==> src/rtl/pipe_pkg.sv <==
// Shared types and default link widths for the core's valid/ready stage buffers.
// Optional build macro used by pipe_stage_buf: PIPE_STAGE_PERF_EN.
package pipe_pkg;

   typedef enum logic [1:0] {
      EMPTY = 2'd0,
      ONE   = 2'd1,
      TWO   = 2'd2
   } slot_state_t;

   localparam int IF2ID_W = 64;
   localparam int ID2EX_W = 192;
   localparam int EX2LS_W = 109;
   localparam int LS2WB_W = 104;

   // Number of beats a slot holds in a given state.
   function automatic logic [1:0] slot_occ(input slot_state_t s);
      logic [1:0] occ;
      case (s)
         EMPTY:   occ = 2'd0;
         ONE:     occ = 2'd1;
         TWO:     occ = 2'd2;
         default: occ = 2'd0;
      endcase
      return occ;
   endfunction

endpackage

==> src/rtl/pipe_stage_buf_skid_slot.sv <==
// One skid slot: a main register plus a skid register, with in_ready and out_valid
// taken straight from flops so no ready path runs combinationally through the slot.
module skid_slot
   import pipe_pkg::*;
#(
   parameter int DATA_W = 64
) (
   input  logic              clk,
   input  logic              rst,
   input  logic              flush,
   input  logic              in_valid,
   input  logic [DATA_W-1:0] in_data,
   output logic              in_ready,
   output logic              out_valid,
   output logic [DATA_W-1:0] out_data,
   input  logic              out_ready,
   output logic [1:0]        occ_d
);

   slot_state_t       state_q, state_d;
   logic [DATA_W-1:0] main_q, main_d;
   logic [DATA_W-1:0] skid_q, skid_d;
   logic              in_ready_q, in_ready_d;
   logic              out_valid_q, out_valid_d;
   logic              in_fire_s, out_fire_s;

   assign in_fire_s  = in_valid && in_ready_q;
   assign out_fire_s = out_valid_q && out_ready;

   // State, payload and handshake flops.
   always_ff @(posedge clk or negedge rst) begin
      if (!rst) begin
         state_q     <= EMPTY;
         main_q      <= {DATA_W{1'b0}};
         skid_q      <= {DATA_W{1'b0}};
         in_ready_q  <= 1'b0;
         out_valid_q <= 1'b0;
      end else begin
         state_q     <= state_d;
         main_q      <= main_d;
         skid_q      <= skid_d;
         in_ready_q  <= in_ready_d;
         out_valid_q <= out_valid_d;
      end
   end

   // Next state and payload movement; flush empties the slot but leaves data alone.
   always_comb begin
      state_d = state_q;
      main_d  = main_q;
      skid_d  = skid_q;
      if (flush) begin
         state_d = EMPTY;
      end else begin
         case (state_q)
            EMPTY: begin
               if (in_fire_s) begin
                  state_d = ONE;
                  main_d  = in_data;
               end else begin
                  state_d = EMPTY;
               end
            end
            ONE: begin
               if (in_fire_s && out_fire_s) begin
                  main_d = in_data;
               end else if (in_fire_s) begin
                  state_d = TWO;
                  skid_d  = in_data;
               end else if (out_fire_s) begin
                  state_d = EMPTY;
               end else begin
                  state_d = ONE;
               end
            end
            TWO: begin
               if (out_fire_s) begin
                  state_d = ONE;
                  main_d  = skid_q;
               end else begin
                  state_d = TWO;
               end
            end
            default: state_d = EMPTY;
         endcase
      end
   end

   // Handshake outputs are decoded from the next state and registered.
   always_comb begin
      in_ready_d  = (state_d != TWO);
      out_valid_d = (state_d != EMPTY);
      occ_d       = slot_occ(state_d);
   end

   assign in_ready  = in_ready_q;
   assign out_valid = out_valid_q;
   assign out_data  = main_q;

endmodule

==> src/rtl/pipe_stage_buf.sv <==
// Chain of STAGES skid slots with synchronous flush and a registered occupancy count.
// Define PIPE_STAGE_PERF_EN to add the stall_cnt / bubble_cnt performance counters.
module pipe_stage_buf
   import pipe_pkg::*;
#(
   parameter int DATA_W = 64,
   parameter int STAGES = 1,
   parameter int CNT_W  = $clog2(2 * STAGES + 1)
) (
   input  logic              clk,
   input  logic              rst,
   input  logic              flush,
   input  logic              in_valid,
   input  logic [DATA_W-1:0] in_data,
   output logic              in_ready,
   output logic              out_valid,
   output logic [DATA_W-1:0] out_data,
   input  logic              out_ready,
`ifdef PIPE_STAGE_PERF_EN
   output logic [31:0]       stall_cnt,
   output logic [31:0]       bubble_cnt,
`endif
   output logic [CNT_W-1:0]  count
);

   logic              vld_s [STAGES+1];
   logic              rdy_s [STAGES+1];
   logic [DATA_W-1:0] dat_s [STAGES+1];
   logic [1:0]        occ_s [STAGES];
   logic [CNT_W-1:0]  count_q, count_d;

   assign vld_s[0]      = in_valid;
   assign dat_s[0]      = in_data;
   assign rdy_s[STAGES] = out_ready;

   for (genvar k = 0; k < STAGES; k++) begin : g_slot
      skid_slot #(.DATA_W(DATA_W)) u_slot (
         .clk       (clk),
         .rst       (rst),
         .flush     (flush),
         .in_valid  (vld_s[k]),
         .in_data   (dat_s[k]),
         .in_ready  (rdy_s[k]),
         .out_valid (vld_s[k+1]),
         .out_data  (dat_s[k+1]),
         .out_ready (rdy_s[k+1]),
         .occ_d     (occ_s[k])
      );
   end

   assign in_ready  = rdy_s[0];
   assign out_valid = vld_s[STAGES];
   assign out_data  = dat_s[STAGES];

   // Occupancy is summed from each slot's next state so the flop tracks the slots exactly.
   always_comb begin
      count_d = {CNT_W{1'b0}};
      for (int k = 0; k < STAGES; k++) begin
         count_d = count_d + CNT_W'(occ_s[k]);
      end
   end

   // Occupancy count register.
   always_ff @(posedge clk or negedge rst) begin
      if (!rst) begin
         count_q <= {CNT_W{1'b0}};
      end else begin
         count_q <= count_d;
      end
   end

   assign count = count_q;

`ifdef PIPE_STAGE_PERF_EN
   logic [31:0] stall_q, stall_d;
   logic [31:0] bubble_q, bubble_d;

   // Counters wrap naturally and survive flush.
   always_comb begin
      stall_d  = (out_valid && !out_ready) ? stall_q + 32'd1 : stall_q;
      bubble_d = (in_valid && !in_ready) ? bubble_q + 32'd1 : bubble_q;
   end

   // Performance counter registers.
   always_ff @(posedge clk or negedge rst) begin
      if (!rst) begin
         stall_q  <= 32'd0;
         bubble_q <= 32'd0;
      end else begin
         stall_q  <= stall_d;
         bubble_q <= bubble_d;
      end
   end

   assign stall_cnt  = stall_q;
   assign bubble_cnt = bubble_q;
`endif

endmodule

==> config.mk <==
export PLATFORM = sky130hd
export DESIGN_NAME = pipe_stage_buf
export DESIGN_NICKNAME = d
export VERILOG_FILES = /design/src/rtl/pipe_pkg.sv /design/src/rtl/pipe_stage_buf_skid_slot.sv /design/src/rtl/pipe_stage_buf.sv
export SDC_FILE = /design/constraint.sdc
export NUM_CORES = 1
export LEC_CHECK = 0
export BUFFER_PORTS_ARGS = -buffer_cell sky130_fd_sc_hd__buf_2
export CORE_UTILIZATION = 39
export CTS_CLUSTER_DIAMETER = 60
export DETAILED_ROUTE_END_ITERATION = 8
export PLACE_DENSITY = 0.6
export REMOVE_ABC_BUFFERS = 1
export SLEW_MARGIN = 20
export SYNTH_ARGS = -nofsm -noshare
export SYNTH_HDL_FRONTEND = slang
export SYNTH_SLANG_ARGS = --single-unit
==> constraint.sdc <==
create_clock -name clk -period 5.6 [get_ports clk]
set_clock_uncertainty 0.1 [all_clocks]
set_input_delay 1.68 -clock clk [delete_from_list [all_inputs] [get_ports clk]]
set_output_delay 1.68 -clock clk [all_outputs]
set_load 0.1 [all_outputs]
==> run_results.csv, run 1 <==
group,metric,value,unit
timing,period_share,58.9,%
layout,final_cell_mix,"135 x buf_2, 134 x dfrtp_1, 64 x o22ai_1",
critical_path,crit_family,"buffers and inverters",
timing,rsz0062_at_grt,"false",
global_routing,grt_remaining_overflow,0,
critical_path,worstPathArrival,3.49,ns
global_routing,grt_pass1_vias,4019,
critical_path,cp_common_cell,"buf_4",
layout,antenna_cells,0,
global_routing,grt_max_degree,69,
synthesis,syn-instance-count,380,
global_routing,antenna_found_initial,0,
die,dieHeight,120,um
critical_path,path_class,"primary input to register",
power,ir_worst_vdd,0.382,mV
clocking,clk_latency,0.41,ns
timing,slew_violations,0,
run,drv_cap,0,
critical_path,critPathMaxStageDelay,0.56,ns
placement,numPortBuffers,136,
clocking,cts_post_setup_buffers_inserted,0,
die,start_util,40.6,%
timing,hold_ws,0.390,ns
critical_path,worst-path-stages,6,
timing,worst_slew_pin_slew,0.860,ns
routing,drtPass1Iterations,4,
clocking,clk_path_buf_depth,2,
timing,period_needed,3.30,ns
routing,viasPerCell,5.43,
layout,drive_above_1_share,46.3,%
synthesis,synth_area,0.00546,mm^2
critical_path,worstSetupEndpointType,"register",
placement,gp_congestion,0.719,
power,powerDensity,715,mW/mm^2
critical_path,worstPathRequired,5.79,ns
critical_path,path_max_fanout,68,
routing,ant_nets,0,
critical_path,crit_chain,"buf_2 -> nand3b_4 -> buf_4 -> nor3_4 -> buf_4 -> mux2_2",
min_path,hold_depth,1,
synthesis,yosys.cell_types.count,24,
routing,drc,0,
synthesis,ys_ff_latch,134,
status,run_status,"completed",
synthesis,yosys_warnings,0,
placement,dp_hpwl,7.75,mm
timing,maxSlewHeadroom,42.6,%
clocking,numCtsBuffers,17,
die,rows,42,
routing,drt_iter0_markers,209,
clocking,cts_tree,"done",
critical_path,reg2reg_depth,5,
global_routing,grt_pass1_wl,20.9,mm
layout,layout.nets,579,
layout,area_growth,24.0,%
synthesis,avgSynthCellArea,14.4,um^2
critical_path,cpMaxStageDelayCell,"buf_4",
die,core_area,0.0135,mm^2
timing,hold_viol,0,
clocking,htreeDepth,4,
layout,layout_commonest_cell,"buf_2",
timing,max_freq,303,MHz
die,die_area,0.0145,mm^2
global_routing,global_route.usage.total,18.7,%
clocking,cts-root-buf,"clkbuf_16",
timing,setup_tns,0,ns
clocking,cts.sinks,134,
routing,routed_wl,12.6,mm
critical_path,crit_buf_inv,3,
die,ioPinCount,137,
clocking,clkSlewWorstSetupHoldPaths,0.05,ns
die,fp.dieW,120,um
clocking,cts_resized,0,
routing,vias,3782,
power,p_leak,3.00,nW
timing,finalSetupViolCount,0,
critical_path,critPathLaunchType,"primary input",
synthesis,ys_seq_area_share,61.4,%
routing,wl_per_cell,18.1,um
clocking,cts_hold_buf,0,
min_path,hold_class,"register to register",
[sequential cells by signal, summed over array words and instances, names as in the netlist]
name / flops
g_slot.u_slot.skid_q: 64
g_slot.u_slot.out_data: 64
count: 2
g_slot.u_slot.out_valid: 1
g_slot.u_slot.state_q: 2
g_slot.u_slot.in_ready: 1
[worst reg2reg max path: stages, from the launching register on]
cell,delay (ns)
dfrtp_1,0.40
nand2b_2,0.57
buf_4,0.48
a211oi_4,0.27
buf_4,0.42
a2bb2oi_1,0.22
[cells in the mapped netlist]
master	count	area (um^2)
inv_1	1	3.75
nor2_1	1	3.75
o22ai_1	64	400
a21bo_2	1	10.0
a2bb2oi_2	4	60.1
clkbuf_1	14	52.6
dfrtp_1	134	3350
mux2_1	5	56.3
o21a_1	1	7.51
nor3_4	1	16.3
a21o_1	1	7.51
buf_2	4	20.0
a211oi_1	2	15.0
mux2_2	60	676
a21oi_1	1	5.00
buf_6	12	135
nand2_1	2	7.51
o31ai_1	2	15.0
a211o_1	2	17.5
a211oi_4	1	20.0
a2bb2oi_1	61	534
buf_1	4	15.0
nand2b_1	1	6.26
nand3b_4	1	20.0
[power by group]
part | switching (W) | internal (W) | total [W]
combinational | 0.00168 | 0.000509 | 0.00219
clock | 0.000379 | 0.000660 | 0.00104
sequential | 0.000225 | 0.00139 | 0.00161
[per-layer routing]
metal / vias to the layer above / GRT usage [%] / share of wire (%) / routed length [um]
met1: 1919 / 25.3 / 46 / 5830
met4: 0 / 6.02 / 1.0 / 129
li1: 1740 / - / - / -
met5: - / 0 / 0 / 0
met2: 110 / 28.8 / 47 / 5880
met3: 13 / 5.61 / 6.2 / 787
[cells by family after synthesis]
group	synth area share, %
and+or+nand+nor	0.986
muxes	13.4
AOI/OAI and AO/OA	20.0
buffers and inverters	4.15
DFF	61.4
[final timing paths]
| check | startpoint | end | slack [ns] |
|---|---|---|---|
| min in group asynchronous | rst | g_slot[0].u_slot.skid_q[6]$_DFFE_PN0P_ | 1.27 |
| hold / removal | g_slot[0].u_slot.skid_q[10]$_DFFE_PN0P_ | g_slot[0].u_slot.skid_q[10]$_DFFE_PN0P_ | 0.39 |
| hold reg to reg | g_slot[0].u_slot.skid_q[10]$_DFFE_PN0P_ | g_slot[0].u_slot.skid_q[10]$_DFFE_PN0P_ | 0.39 |
| setup reg to reg | g_slot[0].u_slot.state_q[0]$_DFF_PN0_ | g_slot[0].u_slot.out_data[40]$_DFFE_PN0P_ | 3.05 |
| max in group asynchronous | rst | g_slot[0].u_slot.skid_q[62]$_DFFE_PN0P_ | 3.07 |
| setup / recovery | in_valid | g_slot[0].u_slot.skid_q[62]$_DFFE_PN0P_ | 2.30 |
[stage by stage]
| stage | instance area [um^2] | setup WS [ns] | util, % | cells | total power, W |
|---|---|---|---|---|---|
| after CTS | 6770 | 2.25 | 50.3 | 696 | 0.00487 |
| after global routing | 6770 | 2.14 | 50.3 | 696 | 0.00505 |
| after detailed placement | 6220 | 1.82 | 46.2 | 667 | 0.00382 |
| final | 6770 | 2.30 | 50.3 | 696 | 0.00484 |
| after floorplan | 5240 | 1.08 | - | 346 | 0.00342 |
| after global placement | 6220 | 1.87 | 46.2 | 667 | 0.00378 |
[cell type report]
cell class	count	area, um^2
multi-input combinational	211	1890
clock buffer	25	505
clock inverter	4	45.0
timing repair buffer	145	751
sequential	134	3350
tap	176	220
fill	1219	6690
inverter	1	3.75
Power figures use the tool's default switching activity.
==> inputs of run 2 (changes only) <==
--- a/config.mk
+++ b/config.mk
@@ -5,11 +5,12 @@
 export SDC_FILE = /design/constraint.sdc
 export NUM_CORES = 1
 export LEC_CHECK = 0
+export ABC_AREA = 1
 export BUFFER_PORTS_ARGS = -buffer_cell sky130_fd_sc_hd__buf_2
 export CORE_UTILIZATION = 39
 export CTS_CLUSTER_DIAMETER = 60
 export DETAILED_ROUTE_END_ITERATION = 8
-export PLACE_DENSITY = 0.6
+export PLACE_DENSITY = 0.59
 export REMOVE_ABC_BUFFERS = 1
 export SLEW_MARGIN = 20
 export SYNTH_ARGS = -nofsm -noshare
==> constraint.sdc (replaced) <==
create_clock -name clk -period 3.2 [get_ports clk]
set_clock_uncertainty 0.1 [all_clocks]
set_input_delay 0.96 -clock clk [delete_from_list [all_inputs] [get_ports clk]]
set_output_delay 0.96 -clock clk [all_outputs]
set_load 0.1 [all_outputs]
==> run_results.csv, run 2 <==
group,metric,value,unit
run,drv_cap,0,
synthesis,yosysTopAreaCell,"dfrtp_1",
timing,period_needed,2.29,ns
layout,layout.nets,907,
layout,multi_input_area,0.00199,mm^2
clocking,clk_path_buf_depth,2,
critical_path,worstPathRequired,2.14,ns
synthesis,syn-instance-count,714,
clocking,cts_hold_buf,0,
clocking,cts_resized,0,
critical_path,crit_buf_inv,1,
die,ioPinCount,137,
timing,hold_ws,0.318,ns
global_routing,grt_pass1_wl,21.1,mm
layout,final_cell_mix,"293 x nand2_1, 135 x buf_2, 134 x dfrtp_1",
critical_path,crit_family,"buffers and inverters",
power,power,0.00827,W
global_routing,grt_remaining_overflow,0,
synthesis,ys_ff_latch,134,
synthesis,async_reset_ff_share,100,%
critical_path,crit_path_end,"out_data[47]",
clocking,numCtsBuffers,17,
clocking,clkSlewWorstSetupHoldPaths,0.06,ns
global_routing,global_route.usage.total,18.0,%
min_path,hold_class,"primary input to async pin",
placement,gp_congestion,0.767,
timing,worst_slew_pin_slew,0.695,ns
synthesis,yosys-top-cells-count,"294 x nand2_1, 134 x dfrtp_1, 82 x o21ai_0",
synthesis,avgSynthCellArea,8.15,um^2
power,powerDensity,1140,mW/mm^2
timing,max_freq,436,MHz
critical_path,reg2reg_from,"g_slot[0].u_slot.state_q[1]$_DFF_PN0_",
die,fp.dieW,124,um
synthesis,ys_seq_area_share,57.6,%
synthesis,post-synth-top-count-cell,"nand2_1",
synthesis,synth_edf_count,0,
timing,rsz0062_at_grt,"false",
clocking,cts.sinks,134,
clocking,htreeDepth,4,
layout,area_growth,24.2,%
status,run_status,"completed",
critical_path,r2r_slack,1.24,ns
synthesis,synth_area,0.00582,mm^2
layout,antenna_cells,0,
global_routing,grt_max_degree,73,
routing,ant_nets,0,
routing,vias,4740,
critical_path,worst-path-stages,1,
timing,slew_violations,0,
synthesis,yosys.cell_types.count,18,
timing,worst_slack,0.907,ns
routing,wl_per_cell,12.5,um
layout,regArea,0.00335,mm^2
global_routing,grt_pass1_vias,4265,
timing,finalSetupViolCount,0,
placement,dp_hpwl,7.96,mm
placement,placed_cells,1002,
placement,post-place-ws,0.467,ns
critical_path,critPathMaxStageDelay,0.44,ns
routing,viasPerCell,4.58,
critical_path,path_class,"register to primary output",
critical_path,worstSetupEndpointType,"primary output",
power,p_leak,4.05,nW
die,die_area,0.0154,mm^2
clocking,cts_tree,"done",
layout,drive_above_1_share,21.7,%
routing,drtPass1Iterations,5,
routing,drt_iter0_markers,361,
clocking,cts_post_setup_buffers_inserted,0,
critical_path,cpMaxStageDelayCell,"buf_2",
routing,drc,0,
critical_path,path_max_fanout,2,
power,ir_worst_vdd,0.552,mV
die,dieHeight,124,um
timing,period_share,71.7,%
die,core_area,0.0145,mm^2
critical_path,worstPathArrival,1.23,ns
critical_path,crit_chain,"buf_2",
timing,setup_tns,0,ns
synthesis,yosys_warnings,0,
critical_path,startpoint,"g_slot[0].u_slot.out_data[47]$_DFFE_PN0P_",
synthesis,netlist_top_cells_area,"dfrtp_1 58%, nand2_1 19%, o21ai_0 7.0%, inv_1 4.6%, a21oi_1 3.3%",
layout,layout_commonest_cell,"nand2_1",
timing,maxSlewHeadroom,53.7,%
synthesis,synth-main-ff-cell,"dfrtp_1",
placement,numPortBuffers,136,
critical_path,reg2reg_depth,6,
layout,final_cell_count_no_fill,1035,
clocking,cts-root-buf,"clkbuf_16",
synthesis,synth_top_area_share,57.6,%
global_routing,antenna_found_initial,0,
critical_path,critPathLaunchType,"register",
layout,fillCellCount,1448,
timing,hold_viol,0,
critical_path,worstReg2RegEnd,"g_slot[0].u_slot.out_data[18]$_DFFE_PN0P_",
routing,routed_wl,12.9,mm
clocking,clk_latency,0.41,ns
die,rows,44,
die,start_util,40.1,%
## run 2: final cells by class
type / count / area share [%]
flip-flops and latches: 134 / 46.4
clock buffers: 23 / 6.89
well taps: 184 / 3.19
clock inverters: 9 / 1.35
multi-input cells: 469 / 27.6
inverters: 72 / 3.74
repair buffers: 144 / 10.9
## run 2: routing by layer
layer,share of wire [%],GRT usage [%],up-vias
met2,43,25.6,134
met1,51,26.3,2143
met4,1.4,7.29,0
li1,-,-,2449
met3,4.8,3.98,14
met5,0,0,-
## run 2: how the worst min path moves through the flow
stage / to / slack, ns / cells after the start
4_1_cts: g_slot[0].u_slot.out_data[4]$_DFFE_PN0P_ / 0.32 / 1
5_1_grt: g_slot[0].u_slot.skid_q[0]$_DFFE_PN0P_ / 0.33 / 1
6_report: g_slot[0].u_slot.out_data[4]$_DFFE_PN0P_ / 0.32 / 1
2_1_floorplan: g_slot[0].u_slot.skid_q[0]$_DFFE_PN0P_ / 0.35 / 2
3_3_place_gp: g_slot[0].u_slot.out_data[16]$_DFFE_PN0P_ / 0.35 / 2
3_5_place_dp: g_slot[0].u_slot.out_data[22]$_DFFE_PN0P_ / 0.35 / 2
## run 2: report_power, final
group	switching (W)	internal (W)	total, W
logic	0.00303	0.000583	0.00361
registers	0.000331	0.00239	0.00273
clock network	0.000698	0.00124	0.00194
## run 2: logic make-up after synthesis
logic type	after synthesis	synth area share, %
buffers and inverters	111	8.51
AO/OA/AOI/OAI	131	11.3
flip-flops	134	57.6
AND/OR/NAND/NOR	338	22.6
## run 2: stage by stage
step,cell area (um^2),utilization [%]
finish,7230,49.7
global route,7230,49.7
CTS,7210,49.6
detailed placement,6610,45.5
global placement,6610,45.5
floorplan,5600,-
==> inputs of run 3 (changes only) <==
==> constraint.sdc (replaced) <==
create_clock -name clk -period 2.3 [get_ports clk]
set_clock_uncertainty 0.1 [all_clocks]
set_input_delay 0.69 -clock clk [delete_from_list [all_inputs] [get_ports clk]]
set_output_delay 0.69 -clock clk [all_outputs]
set_load 0.1 [all_outputs]
==> run_results.csv, run 3 (synthesis gave the netlist of run 2 again) <==
group,metric,value,unit
timing,finalSetupViolCount,0,
global_routing,grt_pass1_vias,4378,
die,core_area,0.0145,mm^2
critical_path,critPathLaunchType,"register",
layout,layout_commonest_cell,"nand2_1",
placement,numPortBuffers,136,
critical_path,reg2reg_depth,5,
layout,post-route-util,51.1,%
placement,dp_hpwl,8.47,mm
layout,layout.nets,915,
global_routing,grt_max_degree,73,
timing,slew_violations,0,
critical_path,crit_family,"buffers and inverters",
routing,drt_iter0_markers,239,
critical_path,r2r_slack,0.56,ns
global_routing,grt_remaining_overflow,0,
timing,max_freq,496,MHz
die,ioPinCount,137,
clocking,cts.sinks,134,
layout,final_cell_mix,"293 x nand2_1, 135 x buf_2, 134 x dfrtp_1",
status,run_status,"completed",
placement,gp_congestion,0.757,
clocking,clk_latency,0.41,ns
layout,drive_above_1_share,22.5,%
die,dieHeight,124,um
critical_path,crit_chain,"buf_2",
critical_path,crit_buf_inv,1,
die,fp.dieW,124,um
timing,worst_slack,0.284,ns
clocking,cts_tree,"done",
timing,period_share,87.7,%
routing,routed_wl,12.8,mm
global_routing,global_route.usage.total,18.1,%
die,rows,44,
placement,placed_cells,1011,
power,powerDensity,1590,mW/mm^2
die,start_util,40.1,%
timing,hold_ws,0.111,ns
routing,vias,4710,
clocking,cts_post_setup_buffers_inserted,0,
placement,post-place-ws,0.206,ns
timing,worst_slew_pin_slew,0.612,ns
critical_path,worstSetupEndpointType,"primary output",
global_routing,grt_pass1_wl,21.3,mm
layout,antenna_cells,0,
critical_path,cpMaxStageDelayCell,"buf_2",
clocking,htreeDepth,4,
power,p_leak,4.13,nW
clocking,cts_hold_buf,0,
critical_path,worstPathArrival,1.23,ns
layout,area_growth,27.5,%
clocking,cts_resized,0,
critical_path,worstPathRequired,1.51,ns
clocking,clk_path_buf_depth,2,
die,die_area,0.0154,mm^2
routing,drtPass1Iterations,4,
routing,ant_nets,0,
routing,drc,0,
layout,fillCellCount,1418,
critical_path,worstReg2RegEnd,"g_slot[0].u_slot.out_data[32]$_DFFE_PN0P_",
global_routing,antenna_found_initial,0,
routing,viasPerCell,4.52,
layout,final_cell_count_no_fill,1042,
critical_path,path_class,"register to primary output",
timing,rsz0062_at_grt,"false",
timing,maxSlewHeadroom,59.2,%
min_path,hold_class,"primary input to async pin",
critical_path,path_max_fanout,2,
clocking,numCtsBuffers,17,
timing,period_needed,2.02,ns
critical_path,reg2reg_from,"g_slot[0].u_slot.state_q[1]$_DFF_PN0_",
timing,hold_viol,0,
critical_path,critPathMaxStageDelay,0.44,ns
clocking,cts-root-buf,"clkbuf_16",
clocking,clkSlewWorstSetupHoldPaths,0.05,ns
power,ir_worst_vdd,0.759,mV
run,drv_cap,0,
routing,wl_per_cell,12.3,um
run 3: cell count changes in the layout (fill, tap and decap cells not counted), sizes merged:
cell      before  now
buf          144  152
clkbuf        23   18
bufinv         2    5
clkinv         6    3
clkinvlp       1    4
inv           72   73
run 3: worst max path at each step:
stage,startpoint,end,slack (ns),depth (start not counted)
after floorplan,g_slot[0].u_slot.state_q[0]$_DFF_PN0_,g_slot[0].u_slot.out_valid$_DFF_PN0_,-0.71,5
after global placement,flush,g_slot[0].u_slot.skid_q[10]$_DFFE_PN0P_,0.26,6
after detailed placement,out_ready,g_slot[0].u_slot.out_data[21]$_DFFE_PN0P_,0.21,7
after CTS,g_slot[0].u_slot.out_data[12]$_DFFE_PN0P_,out_data[12],0.24,1
after global routing,g_slot[0].u_slot.out_data[54]$_DFFE_PN0P_,out_data[54],0.23,1
final,g_slot[0].u_slot.out_data[12]$_DFFE_PN0P_,out_data[12],0.28,1
run 3: per-layer routing:
metal,wire length (um),GRT usage (%),up-vias
met1,6280,24.9,2124
met2,5800,27.4,121
met4,39,7.14,0
met3,687,4.49,2
li1,-,-,2463
met5,0,0,-
run 3: through the flow:
step	total power (W)	area (um^2)	setup TNS (ns)
floorplan	0.00790	5600	-65.46
global placement	0.00887	6780	0
detailed placement	0.00892	6780	0
CTS	0.0119	7420	0
global route	0.0125	7420	0
finish	0.0118	7420	0
run 3: final cells by class:
type / count / area, um^2 / share of cell area, %
Tap cell: 184 / 230 / 3.10
Clock inverter: 13 / 204 / 2.75
Clock buffer: 18 / 439 / 5.92
Multi-Input combinational cell: 469 / 1990 / 26.9
Inverter: 72 / 270 / 3.64
Sequential cell: 134 / 3350 / 45.2
Timing Repair Buffer: 152 / 932 / 12.6
run 3: where the power goes:
| group | internal (W) | switching (W) | leakage, nW |
|---|---|---|---|
| sequential | 0.00333 | 0.000463 | 1.66 |
| clock | 0.00194 | 0.00100 | 0.304 |
| combinational | 0.000854 | 0.00420 | 2.16 |
